--- src/rtl/mem_arb_pkg.sv ---
// Shared types for memory-port arbiters: FSM state and latched command kind.
package mem_arb_pkg;

    typedef enum logic {ARB_IDLE, ARB_BUSY} arb_state_t;
    typedef enum logic {ARB_OP_READ, ARB_OP_WRITE} arb_op_t;

endpackage

--- src/rtl/mem_port_arbiter_if.sv ---
// Requester-side and memory-side bundle of the memory port arbiter.
// master = requesters plus memory model, slave = the arbiter itself.
interface mem_port_arbiter_if #(
    parameter int NUM_PORTS = 2,
    parameter int ADDR_W    = 32,
    parameter int LINE_W    = 256
);
    logic [NUM_PORTS-1:0]             read_i;
    logic [NUM_PORTS-1:0]             write_i;
    logic [NUM_PORTS-1:0][ADDR_W-1:0] address_i;
    logic [NUM_PORTS-1:0][LINE_W-1:0] wdata_i;
    logic [NUM_PORTS-1:0]             resp_o;
    logic [LINE_W-1:0]                rdata_o;
    logic                             mem_read;
    logic                             mem_write;
    logic [ADDR_W-1:0]                mem_address;
    logic [LINE_W-1:0]                mem_wdata;
    logic                             mem_resp;
    logic [LINE_W-1:0]                mem_rdata;

    modport master (
        output read_i, write_i, address_i, wdata_i, mem_resp, mem_rdata,
        input  resp_o, rdata_o, mem_read, mem_write, mem_address, mem_wdata
    );

    modport slave (
        input  read_i, write_i, address_i, wdata_i, mem_resp, mem_rdata,
        output resp_o, rdata_o, mem_read, mem_write, mem_address, mem_wdata
    );

endinterface

--- src/rtl/rr_priority_pick.sv ---
// Combinational priority picker: first set request at or after ptr (wrapping)
// when rr_en, otherwise the lowest set index.
module rr_priority_pick #(
    parameter int  NUM_PORTS = 2,
    localparam int IDX_W     = $clog2(NUM_PORTS)
) (
    input  logic [NUM_PORTS-1:0] req,
    input  logic [IDX_W-1:0]     ptr,
    input  logic                 rr_en,
    output logic                 valid,
    output logic [IDX_W-1:0]     idx
);

    int               cand;
    logic [IDX_W-1:0] cand_idx;
    logic             found;

    assign valid = |req;

    // Walk ports in search order and keep the first requester found.
    always_comb begin
        idx      = '0;
        found    = 1'b0;
        cand     = 0;
        cand_idx = '0;
        for (int i = 0; i < NUM_PORTS; i++) begin
            cand     = rr_en ? (int'(ptr) + i) % NUM_PORTS : i;
            cand_idx = IDX_W'(cand);
            if (!found && req[cand_idx]) begin
                found = 1'b1;
                idx   = cand_idx;
            end
        end
    end

endmodule

--- src/rtl/mem_port_arbiter.sv ---
// N-port cache-line arbiter in front of a single memory port. One port is
// granted at a time; its command is latched and held until mem_resp.
module mem_port_arbiter
    import mem_arb_pkg::*;
#(
    parameter int NUM_PORTS = 2,
    parameter int ADDR_W    = 32,
    parameter int LINE_W    = 256,
    parameter bit RR_EN     = 1'b1
) (
    input logic              clk,
    input logic              rst_n,
    mem_port_arbiter_if.slave bus
);

    localparam int IDX_W = $clog2(NUM_PORTS);

    arb_state_t           state;
    logic [IDX_W-1:0]     grant;
    logic [IDX_W-1:0]     rr_ptr;
    logic [NUM_PORTS-1:0] req;
    logic                 pick_valid;
    logic [IDX_W-1:0]     pick_idx;
    arb_op_t              pick_op;

    assign req = bus.read_i | bus.write_i;

    rr_priority_pick #(.NUM_PORTS(NUM_PORTS)) u_pick (
        .req   (req),
        .ptr   (rr_ptr),
        .rr_en (RR_EN),
        .valid (pick_valid),
        .idx   (pick_idx)
    );

    // A port asserting both read and write gets its write issued.
    assign pick_op = bus.write_i[pick_idx] ? ARB_OP_WRITE : ARB_OP_READ;

    // Arbitration FSM: latch the winner's command in IDLE, hold it until mem_resp.
    always_ff @(posedge clk) begin
        if (!rst_n) begin
            state           <= ARB_IDLE;
            grant           <= '0;
            rr_ptr          <= '0;
            bus.mem_read    <= 1'b0;
            bus.mem_write   <= 1'b0;
            bus.mem_address <= '0;
            bus.mem_wdata   <= '0;
        end else begin
            case (state)
                ARB_IDLE: begin
                    if (pick_valid) begin
                        state           <= ARB_BUSY;
                        grant           <= pick_idx;
                        bus.mem_write   <= (pick_op == ARB_OP_WRITE);
                        bus.mem_read    <= (pick_op == ARB_OP_READ);
                        bus.mem_address <= ADDR_W'(bus.address_i[pick_idx]);
                        bus.mem_wdata   <= LINE_W'(bus.wdata_i[pick_idx]);
                    end
                end
                ARB_BUSY: begin
                    if (bus.mem_resp) begin
                        state         <= ARB_IDLE;
                        bus.mem_read  <= 1'b0;
                        bus.mem_write <= 1'b0;
                        rr_ptr        <= (grant == IDX_W'(NUM_PORTS - 1)) ? '0 : grant + 1'b1;
                    end
                end
                default: state <= ARB_IDLE;
            endcase
        end
    end

    // Done pulse goes only to the granted port, and only while a transaction is open.
    always_comb begin
        bus.resp_o = '0;
        if (state == ARB_BUSY) bus.resp_o[grant] = bus.mem_resp;
    end

    assign bus.rdata_o = bus.mem_rdata;

endmodule

--- src/flat_wrapper.sv ---
// flat-port wrapper written by rule: the top's interface ports become plain ports
module mem_port_arbiter_flat import mem_arb_pkg::*;
#(
    parameter int NUM_PORTS = 2,
    parameter int ADDR_W    = 32,
    parameter int LINE_W    = 256,
    parameter bit RR_EN     = 1'b1
)
  (clk, rst_n, bus_read_i, bus_write_i, bus_address_i, bus_wdata_i, bus_mem_resp, bus_mem_rdata, bus_resp_o, bus_rdata_o, bus_mem_read, bus_mem_write, bus_mem_address, bus_mem_wdata);
  mem_port_arbiter_if #(.NUM_PORTS(NUM_PORTS), .ADDR_W(ADDR_W), .LINE_W(LINE_W)) bus_i ();
  input logic clk;
  input logic rst_n;
  input wire logic [$bits(bus_i.read_i)-1:0] bus_read_i;
  input wire logic [$bits(bus_i.write_i)-1:0] bus_write_i;
  input wire logic [$bits(bus_i.address_i)-1:0] bus_address_i;
  input wire logic [$bits(bus_i.wdata_i)-1:0] bus_wdata_i;
  input wire logic [$bits(bus_i.mem_resp)-1:0] bus_mem_resp;
  input wire logic [$bits(bus_i.mem_rdata)-1:0] bus_mem_rdata;
  output wire logic [$bits(bus_i.resp_o)-1:0] bus_resp_o;
  output wire logic [$bits(bus_i.rdata_o)-1:0] bus_rdata_o;
  output wire logic [$bits(bus_i.mem_read)-1:0] bus_mem_read;
  output wire logic [$bits(bus_i.mem_write)-1:0] bus_mem_write;
  output wire logic [$bits(bus_i.mem_address)-1:0] bus_mem_address;
  output wire logic [$bits(bus_i.mem_wdata)-1:0] bus_mem_wdata;
  assign bus_i.read_i = bus_read_i;
  assign bus_i.write_i = bus_write_i;
  assign bus_i.address_i = bus_address_i;
  assign bus_i.wdata_i = bus_wdata_i;
  assign bus_i.mem_resp = bus_mem_resp;
  assign bus_i.mem_rdata = bus_mem_rdata;
  assign bus_resp_o = bus_i.resp_o;
  assign bus_rdata_o = bus_i.rdata_o;
  assign bus_mem_read = bus_i.mem_read;
  assign bus_mem_write = bus_i.mem_write;
  assign bus_mem_address = bus_i.mem_address;
  assign bus_mem_wdata = bus_i.mem_wdata;
  mem_port_arbiter #(.NUM_PORTS(NUM_PORTS), .ADDR_W(ADDR_W), .LINE_W(LINE_W), .RR_EN(RR_EN)) u_core (.clk(clk), .rst_n(rst_n), .bus(bus_i));
endmodule
--- config.mk ---
export PLATFORM = sky130hd
export DESIGN_NAME = mem_port_arbiter_flat
export DESIGN_NICKNAME = d
export VERILOG_FILES = /design/src/rtl/mem_arb_pkg.sv /design/src/rtl/mem_port_arbiter_if.sv /design/src/rtl/rr_priority_pick.sv /design/src/rtl/mem_port_arbiter.sv /design/src/flat_wrapper.sv
export SDC_FILE = /design/constraint.sdc
export NUM_CORES = 1
export LEC_CHECK = 0
export CAP_MARGIN = 20
export CORE_AREA = 2 2 545 547
export CTS_CLUSTER_SIZE = 10
export DETAILED_ROUTE_END_ITERATION = 6
export DIE_AREA = 0 0 547 549
export PLACE_DENSITY_LB_ADDON = 0.1
export SLEW_MARGIN = 40
export SYNTH_ARGS = -nofsm -noshare
export SYNTH_HDL_FRONTEND = slang
export SYNTH_SLANG_ARGS = --single-unit
export TNS_END_PERCENT = 1
--- constraint.sdc ---
create_clock -name clk -period 1.3 [get_ports clk]
set_input_delay 0.13 -clock clk [delete_from_list [all_inputs] [get_ports clk]]
set_output_delay 0.13 -clock clk [all_outputs]
set_load 0.1 [all_outputs]
==> metrics.txt, run 1 <==
# TYPE chip_impl_metric gauge
chip_impl_metric{name="post_route_cells_drive_above_1_share",unit="%"} 28.6
chip_impl_metric{name="syn_to_final_growth",unit="%"} 163
chip_impl_metric{name="cts_max_level",unit=""} 2
chip_impl_metric{name="clock_sinks",unit=""} 293
chip_impl_info{name="failing_checks",value="negative setup slack"} 1
chip_impl_metric{name="number_of_synthesized_flops_with_an_enable_pin",unit=""} 0
chip_impl_metric{name="hold_fails_final_rpt",unit=""} 0
chip_impl_metric{name="post_synth_instance_area",unit="sq um"} 14200
chip_impl_metric{name="core_area",unit="sq um"} 295000
chip_impl_info{name="worstSetupPathType",value="register to output pin"} 1
chip_impl_metric{name="detail_route.wl_per_cell",unit="microns"} 20.7
chip_impl_info{name="worstPathCellList",value="buf_6 > and3_4 > buf_12"} 1
chip_impl_metric{name="grt_usage",unit="%"} 9.09
chip_impl_metric{name="first_iter_violations",unit=""} 587
chip_impl_info{name="worstReg2RegStart",value="u_core.rr_ptr$_SDFFE_PN0P_"} 1
chip_impl_metric{name="worst_pin_slew",unit="ns"} 0.355
chip_impl_info{name="synth-main-ff-cell",value="dfxtp_1"} 1
chip_impl_metric{name="vdd_ir_drop_max",unit="mV"} 0.954
chip_impl_metric{name="grt_first_pass_wirelength",unit="microns"} 185000
chip_impl_metric{name="route.antenna.remaining_nets",unit=""} 0
chip_impl_metric{name="post-route-worst-setup-slack",unit="ns"} -0.343
chip_impl_metric{name="placement.io_buffers",unit=""} 874
chip_impl_metric{name="seq_area_frac_synth",unit="%"} 41.2
chip_impl_metric{name="final_cell_area",unit="sq um"} 37500
chip_impl_metric{name="worstPathArrival",unit="ns"} 1.51
chip_impl_metric{name="synth-warning-count",unit=""} 0
chip_impl_metric{name="detailed_place_hpwl",unit="microns"} 115000
chip_impl_metric{name="maximum_clock_insertion_buffer_count",unit=""} 3
chip_impl_info{name="clock_tree_from_tritoncts",value="yes"} 1
chip_impl_info{name="synth_top_cells_by_count",value="nand2_1 (577), dfxtp_1 (293), a31oi_1 (289), o21ai_0 (288), buf_4 (264)"} 1
chip_impl_info{name="cp_slowest_cell",value="dfxtp_2"} 1
chip_impl_metric{name="timing.setup.tns",unit="ns"} -76.41
chip_impl_metric{name="drv_cap",unit=""} 0
chip_impl_metric{name="worstPathRequired",unit="ns"} 1.17
chip_impl_info{name="synth_most_common_cell",value="nand2_1"} 1
chip_impl_metric{name="reg_to_reg_slack_setup",unit="ns"} -0.34
chip_impl_info{name="root_buffer",value="clkbuf_16"} 1
chip_impl_metric{name="maxClockFrequency",unit="MHz"} 609
chip_impl_metric{name="synth.lib_cells_used.distinct",unit=""} 25
chip_impl_info{name="rsz0062_at_grt",value="yes"} 1
chip_impl_info{name="worst_hold_path_type",value="primary input to register"} 1
chip_impl_info{name="timing.critical_path.from_type",value="register"} 1
chip_impl_metric{name="synth_area_per_cell",unit="sq um"} 7.55
chip_impl_metric{name="hold-path-cell-count",unit=""} 3
chip_impl_info{name="synthDominantAreaCellType",value="dfxtp_1"} 1
chip_impl_metric{name="ios",unit=""} 1387
chip_impl_metric{name="mappedNetlistNets",unit=""} 2725
chip_impl_metric{name="initial_utilization",unit="%"} 4.83
chip_impl_metric{name="drt-pass1-iter-count",unit=""} 5
chip_impl_metric{name="clk-insertion-delay-late",unit="ns"} 0.69
chip_impl_metric{name="route.detailed.drc",unit=""} 0
chip_impl_metric{name="async_flop_share",unit="%"} 0
chip_impl_metric{name="critical_path.max_stage_delay",unit="ns"} 0.33
chip_impl_metric{name="routed_wl",unit="microns"} 145000
chip_impl_metric{name="clock_edge_transition_at_the_registers_on_the_reported_setup_and_hold_paths",unit="ns"} 0.05
chip_impl_info{name="crit-reg2reg-capture",value="u_core.bus.mem_wdata[105]$_SDFFE_PN0P_"} 1
chip_impl_metric{name="preCtsSetupSlack",unit="ns"} -0.921
chip_impl_metric{name="syn_inst",unit=""} 1886
chip_impl_metric{name="maxSlewHeadroom",unit="%"} 76.2
chip_impl_metric{name="synth_top_cell_area_share",unit="%"} 41.2
chip_impl_metric{name="fin_crit",unit="ns"} 1.64
chip_impl_metric{name="r2r.worst_path.cells",unit=""} 7
chip_impl_metric{name="cellPowerDensity",unit="nW/um^2"} 1180
chip_impl_metric{name="timing.critical_path.fanout_max",unit=""} 3
chip_impl_metric{name="dieArea",unit="sq um"} 300000
chip_impl_metric{name="place_congestion",unit=""} 0.700
chip_impl_metric{name="antenna_found_initial",unit=""} 96
chip_impl_metric{name="hold_ws",unit="ns"} 0.0823
chip_impl_metric{name="setup_viol",unit=""} 582
chip_impl_metric{name="timing.final.max_slew_violations",unit=""} 0
chip_impl_info{name="worst_setup_path_startpoint",value="u_core.state$_SDFF_PN0_"} 1
chip_impl_metric{name="fin_worst_skew",unit="ns"} 0.0357
chip_impl_info{name="outcome",value="finished, violations left"} 1
chip_impl_metric{name="globalRouteOverflowTotal",unit=""} 0
chip_impl_metric{name="grt_max_degree",unit=""} 49
chip_impl_metric{name="first_global_vias",unit=""} 19400
chip_impl_metric{name="total_leakage_power",unit="nW"} 13.5
chip_impl_info{name="setup.worst_path.end_class",value="output pin"} 1
chip_impl_metric{name="die_width",unit="microns"} 547
chip_impl_info{name="worstSetupEndpoint",value="bus_resp_o[1]"} 1
chip_impl_metric{name="synth-seq-cells",unit=""} 293
chip_impl_metric{name="power.total",unit="mW"} 44.4
chip_impl_metric{name="finish.net_count",unit=""} 3863
chip_impl_metric{name="post-route-period-util",unit="%"} 126
chip_impl_metric{name="cts_buffers",unit=""} 51
chip_impl_info{name="post_synth_main_area_contributors",value="dfxtp_1 (41%), nand2_1 (15%), buf_4 (14%)"} 1
chip_impl_metric{name="via_count",unit=""} 18300
chip_impl_metric{name="placed_area",unit="sq um"} 29600
chip_impl_metric{name="number_of_placement_rows",unit=""} 200
chip_impl_metric{name="vias_per_cell",unit=""} 2.61
chip_impl_metric{name="die_h",unit="microns"} 549
-- per-layer routing --
layer  part of all wire (%)  global-route usage, %  vias to the layer above
met5                   0.38                      0                        -
met4                    4.5                   4.07                       84
met3                    9.7                   4.03                      365
met2                     44                   14.5                      913
met1                     41                   10.4                     8372
li1                       -                      -                     8577
-- where the power goes --
part	total (mW)	leakage [nW]	internal, mW	switching [mW]
combinational	18.4	10.1	7.64	10.8
clock	14.8	0.852	8.92	5.88
sequential	11.2	2.54	10.1	1.09
-- critical path: cells and delay by family (launching register included) --
family,cells,cell delay [ns]
simple gates,1,0.21
buf+inv,2,0.30
flops,1,0.33
-- cells in the final DEF, fill, tap and decap left out, types with 2 or more instances in the layout --
| cell type | Yosys | routed |
|---|---|---|
| inv_6 | 0 | 3 |
| nor2_1 | 4 | 3 |
| dfxtp_4 | 0 | 75 |
| clkbuf_16 | 0 | 62 |
| buf_12 | 0 | 329 |
| o21ai_0 | 288 | 198 |
| a31oi_1 | 289 | 289 |
| buf_16 | 0 | 19 |
| clkbuf_8 | 0 | 17 |
| bufinv_16 | 0 | 4 |
| o21ai_1 | 0 | 86 |
| clkbuf_1 | 50 | 13 |
| clkdlybuf4s50_1 | 0 | 581 |
| nand2_2 | 1 | 24 |
| buf_4 | 264 | 71 |
| buf_6 | 23 | 33 |
| diode_2 | 0 | 21 |
| buf_8 | 0 | 6 |
| nand2_8 | 0 | 2 |
| dlygate4sd3_1 | 0 | 450 |
| clkinv_2 | 0 | 4 |
| dfxtp_2 | 0 | 217 |
| nand2b_1 | 2 | 2 |
| nand2_1 | 577 | 552 |
| o21ai_2 | 0 | 4 |
| nor2b_1 | 2 | 2 |
| a21oi_1 | 3 | 2 |
-- logic make-up (layout without fill, tap and decap cells) --
kind of cell	count (synthesis)	after routing	share of synthesized area, %
AO/OA/AOI/OAI	584	584	23.2
buffers and inverters	416	1593	19.8
flip-flops	293	293	41.2
multiplexers	1	1	0.0703
other	0	21	0
AND/OR/NAND/NOR	592	592	15.8
-- stage by stage --
stage / utilization [%] / instances
6_report: 12.7 / 7023
5_1_grt: 12.7 / 7008
4_1_cts: 12.5 / 6984
3_5_place_dp: 10.0 / 6428
3_3_place_gp: 10.0 / 6428
2_1_floorplan: - / 1886
-- worst min-delay path by stage --
stage	start	endpoint	slack (ns)
finish	bus_wdata_i[426]	u_core.bus.mem_wdata[170]$_SDFFE_PN0P_	0.08
global route	bus_wdata_i[184]	u_core.bus.mem_wdata[184]$_SDFFE_PN0P_	0.03
CTS	bus_wdata_i[154]	u_core.bus.mem_wdata[154]$_SDFFE_PN0P_	0.00004
detailed placement	bus_mem_rdata[110]	bus_rdata_o[110]	0.26
global placement	bus_mem_rdata[110]	bus_rdata_o[110]	0.26
floorplan	bus_wdata_i[197]	u_core.bus.mem_wdata[197]$_SDFFE_PN0P_	0.28
-- flip-flops by register name, indices dropped and copies added (netlist names) --
| name | count |
|---|---|
| u_core.grant | 1 |
| u_core.bus.mem_wdata | 256 |
| u_core.state | 1 |
| u_core.bus.mem_write | 1 |
| u_core.rr_ptr | 1 |
| u_core.bus.mem_read | 1 |
| u_core.bus.mem_address | 32 |
-- timing repair --
item	4_1_cts	5_1_grt
cloned	7	14
hold buffers	450	0
endpoints found under the hold margin	291	0
endpoints found under the setup margin	582	583
setup buffers	7	4
pin swaps	57	18
resized for setup	465	112
-- cell type report --
cell class              count  area, sq um
multi-input cells        1177         5710
well taps                3939         4930
fillers                 33800       257000
diodes                     21         52.6
clock buffers              81         1560
inverters                   1         3.75
repair buffers           1500        18700
flip-flops and latches    293         6420
clock inverters            11          166
Power figures use the tool's default switching activity.
==> run 2, diff against run 1 <==
--- a/config.mk
+++ b/config.mk
@@ -7,6 +7,7 @@
 export LEC_CHECK = 0
 export CAP_MARGIN = 20
 export CORE_AREA = 2 2 545 547
+export CTS_CLUSTER_DIAMETER = 120
 export CTS_CLUSTER_SIZE = 10
 export DETAILED_ROUTE_END_ITERATION = 6
 export DIE_AREA = 0 0 547 549
==> metrics.txt, run 2 (synthesis gave the netlist of run 1 again) <==
# TYPE chip_impl_metric gauge
chip_impl_metric{name="post-route-period-util",unit="%"} 126
chip_impl_metric{name="post-place-cells",unit=""} 6428
chip_impl_metric{name="hold-path-cell-count",unit=""} 3
chip_impl_metric{name="maximum_clock_insertion_buffer_count",unit=""} 3
chip_impl_metric{name="drt-pass1-iter-count",unit=""} 4
chip_impl_metric{name="via_count",unit=""} 18100
chip_impl_metric{name="setup_viol",unit=""} 560
chip_impl_info{name="crit-reg2reg-capture",value="u_core.bus.mem_wdata[46]$_SDFFE_PN0P_"} 1
chip_impl_metric{name="register_area",unit="sq um"} 6430
chip_impl_info{name="rsz0062_at_grt",value="yes"} 1
chip_impl_metric{name="route.antenna.remaining_nets",unit=""} 0
chip_impl_metric{name="final.fill_count",unit=""} 33800
chip_impl_metric{name="dieArea",unit="sq um"} 300000
chip_impl_metric{name="maxClockFrequency",unit="MHz"} 609
chip_impl_metric{name="total_leakage_power",unit="nW"} 13.1
chip_impl_metric{name="hold_ws",unit="ns"} 0.0921
chip_impl_metric{name="post_route_cells_drive_above_1_share",unit="%"} 28.4
chip_impl_info{name="failing_checks",value="negative setup slack"} 1
chip_impl_metric{name="grt_first_pass_wirelength",unit="microns"} 184000
chip_impl_metric{name="worstPathArrival",unit="ns"} 2.17
chip_impl_info{name="timing.critical_path.from_type",value="register"} 1
chip_impl_info{name="worstReg2RegStart",value="u_core.state$_SDFF_PN0_"} 1
chip_impl_metric{name="fin_crit",unit="ns"} 1.64
chip_impl_metric{name="cts_buffers",unit=""} 38
chip_impl_metric{name="post-route-worst-setup-slack",unit="ns"} -0.341
chip_impl_info{name="hold_path_end",value="u_core.bus.mem_wdata[215]$_SDFFE_PN0P_"} 1
chip_impl_metric{name="timing.final.max_slew_violations",unit=""} 0
chip_impl_info{name="clock_tree_from_tritoncts",value="yes"} 1
chip_impl_metric{name="vias_per_cell",unit=""} 2.61
chip_impl_metric{name="clock_sinks",unit=""} 293
chip_impl_info{name="root_buffer",value="clkbuf_16"} 1
chip_impl_metric{name="ios",unit=""} 1387
chip_impl_metric{name="reg_to_reg_slack_setup",unit="ns"} -0.34
chip_impl_info{name="registers.top_by_ff_count",value="u_core.bus.mem_wdata"} 1
chip_impl_metric{name="die_width",unit="microns"} 547
chip_impl_info{name="worstPathCellList",value="buf_4 > a21oi_4 > buf_12 > buf_16 > buf_16 > buf_12 > clkbuf_16 > a31oi_1"} 1
chip_impl_metric{name="placement.io_buffers",unit=""} 874
chip_impl_metric{name="postLayoutCoreUtil",unit="%"} 12.4
chip_impl_info{name="worstSetupPathType",value="register to register"} 1
chip_impl_metric{name="r2r.worst_path.cells",unit=""} 8
chip_impl_metric{name="routed_wl",unit="microns"} 146000
chip_impl_metric{name="number_of_placement_rows",unit=""} 200
chip_impl_metric{name="detail_route.wl_per_cell",unit="microns"} 21.0
chip_impl_metric{name="worst_pin_slew",unit="ns"} 0.379
chip_impl_metric{name="first_iter_violations",unit=""} 555
chip_impl_info{name="worst_hold_path_type",value="primary input to register"} 1
chip_impl_metric{name="cellPowerDensity",unit="nW/um^2"} 1120
chip_impl_metric{name="grt_usage",unit="%"} 9.07
chip_impl_metric{name="clock_edge_transition_at_the_registers_on_the_reported_setup_and_hold_paths",unit="ns"} 0.07
chip_impl_metric{name="timing.setup.tns",unit="ns"} -77.78
chip_impl_info{name="cell_family_with_most_cp_delay",value="buffers and inverters"} 1
chip_impl_metric{name="clk-insertion-delay-late",unit="ns"} 0.64
chip_impl_metric{name="maxSlewHeadroom",unit="%"} 74.8
chip_impl_metric{name="place_congestion",unit=""} 0.700
chip_impl_metric{name="worstPathRequired",unit="ns"} 1.83
chip_impl_metric{name="route.detailed.drc",unit=""} 0
chip_impl_metric{name="largest_reg_flops",unit=""} 256
chip_impl_metric{name="initial_utilization",unit="%"} 4.83
chip_impl_metric{name="finish.net_count",unit=""} 3807
chip_impl_metric{name="critical_path.max_stage_delay",unit="ns"} 0.32
chip_impl_info{name="cp_slowest_cell",value="dfxtp_2"} 1
chip_impl_metric{name="layoutNonFillerInstCount",unit=""} 6932
chip_impl_metric{name="core_area",unit="sq um"} 295000
chip_impl_info{name="layout_common_cells",value="clkdlybuf4s50_1 (581), nand2_1 (560), dlygate4sd3_1 (399)"} 1
chip_impl_metric{name="buffers_and_inverters_on_the_worst_path",unit=""} 6
chip_impl_metric{name="first_global_vias",unit=""} 19000
chip_impl_metric{name="timing.critical_path.fanout_max",unit=""} 14
chip_impl_info{name="outcome",value="finished, violations left"} 1
chip_impl_info{name="worstHoldStart",value="bus_wdata_i[215]"} 1
chip_impl_info{name="layout.cells.most_common",value="clkdlybuf4s50_1"} 1
chip_impl_metric{name="hold_fails_final_rpt",unit=""} 0
chip_impl_metric{name="syn_to_final_growth",unit="%"} 158
chip_impl_metric{name="die_h",unit="microns"} 549
chip_impl_metric{name="drv_cap",unit=""} 0
chip_impl_metric{name="vdd_ir_drop_max",unit="mV"} 0.703
chip_impl_metric{name="multi_input_area",unit="sq um"} 5690
chip_impl_metric{name="power.total",unit="mW"} 41.1
chip_impl_metric{name="fin_worst_skew",unit="ns"} 0.0160
chip_impl_info{name="worst_setup_path_startpoint",value="u_core.state$_SDFF_PN0_"} 1
chip_impl_metric{name="cts_max_level",unit=""} 2
chip_impl_info{name="biggestRegsByFlops",value="u_core.bus.mem_wdata x256, u_core.bus.mem_address x32"} 1
chip_impl_metric{name="globalRouteOverflowTotal",unit=""} 0
chip_impl_metric{name="grt_max_degree",unit=""} 49
chip_impl_metric{name="antenna_found_initial",unit=""} 92
chip_impl_info{name="setup.worst_path.end_class",value="register"} 1
chip_impl_metric{name="detailed_place_hpwl",unit="microns"} 115000
-- run 2: area by class of cell --
| class | instances | area share (%) |
|---|---|---|
| inverters | 1 | 0.0102 |
| diodes | 16 | 0.109 |
| flip-flops and latches | 293 | 17.5 |
| well taps | 3939 | 13.4 |
| clock inverters | 6 | 0.256 |
| multi-input cells | 1177 | 15.5 |
| repair buffers | 1457 | 50.3 |
| clock buffers | 43 | 2.87 |
-- run 2: per-layer routing --
metal	track usage [%]	share of wire (%)	wire length, microns	vias to the layer above
met5	0	0.35	512	-
met4	4.01	4.4	6370	78
met3	4.02	9.6	14100	353
met2	14.5	45	65400	909
met1	10.4	41	59400	8304
li1	-	-	-	8426
-- run 2: worst max-delay path by stage --
stage                                             endpoint  slack (ns)  depth (start not counted)
global route         u_core.bus.mem_wdata[86]$_SDFFE_PN0P_       -0.45                          8
global placement    u_core.bus.mem_wdata[151]$_SDFFE_PN0P_       -0.89                          7
CTS                                          bus_resp_o[1]       -0.47                          3
finish               u_core.bus.mem_wdata[46]$_SDFFE_PN0P_       -0.34                          8
detailed placement  u_core.bus.mem_wdata[151]$_SDFFE_PN0P_       -0.92                          7
floorplan                 u_core.bus.mem_read$_SDFFE_PN0P_       -0.12                          2
-- run 2: through the flow --
| stage | area, sq um | setup slack, ns |
|---|---|---|
| floorplan | 14300 | -0.120 |
| global placement | 29600 | -0.895 |
| detailed placement | 29600 | -0.921 |
| CTS | 35800 | -0.469 |
| global route | 36700 | -0.447 |
| finish | 36700 | -0.341 |
-- run 2: where the power goes --
part	total [mW]	internal [mW]	leakage (nW)	switching, mW
sequential	11.2	10.1	2.54	1.10
combinational	18.5	7.69	9.99	10.8
clock	11.5	6.10	0.561	5.38
total	41.1	23.9	13.1	17.3
-- run 2: worst register-to-register path, delay by kind of cell (launching register included) --
family	cells	cell delay [ns]
AOI/OAI and AO/OA	2	0.21
DFF	1	0.32
buffers and inverters	6	0.99
-- run 2: what timing repair did --
action	in CTS	in global routing
endpoints found under the hold margin	281	0
hold buffers	399	0
setup endpoints to repair	582	583
resized for setup	438	214
gates cloned	7	15
pin swaps	47	24
setup buffers	6	15
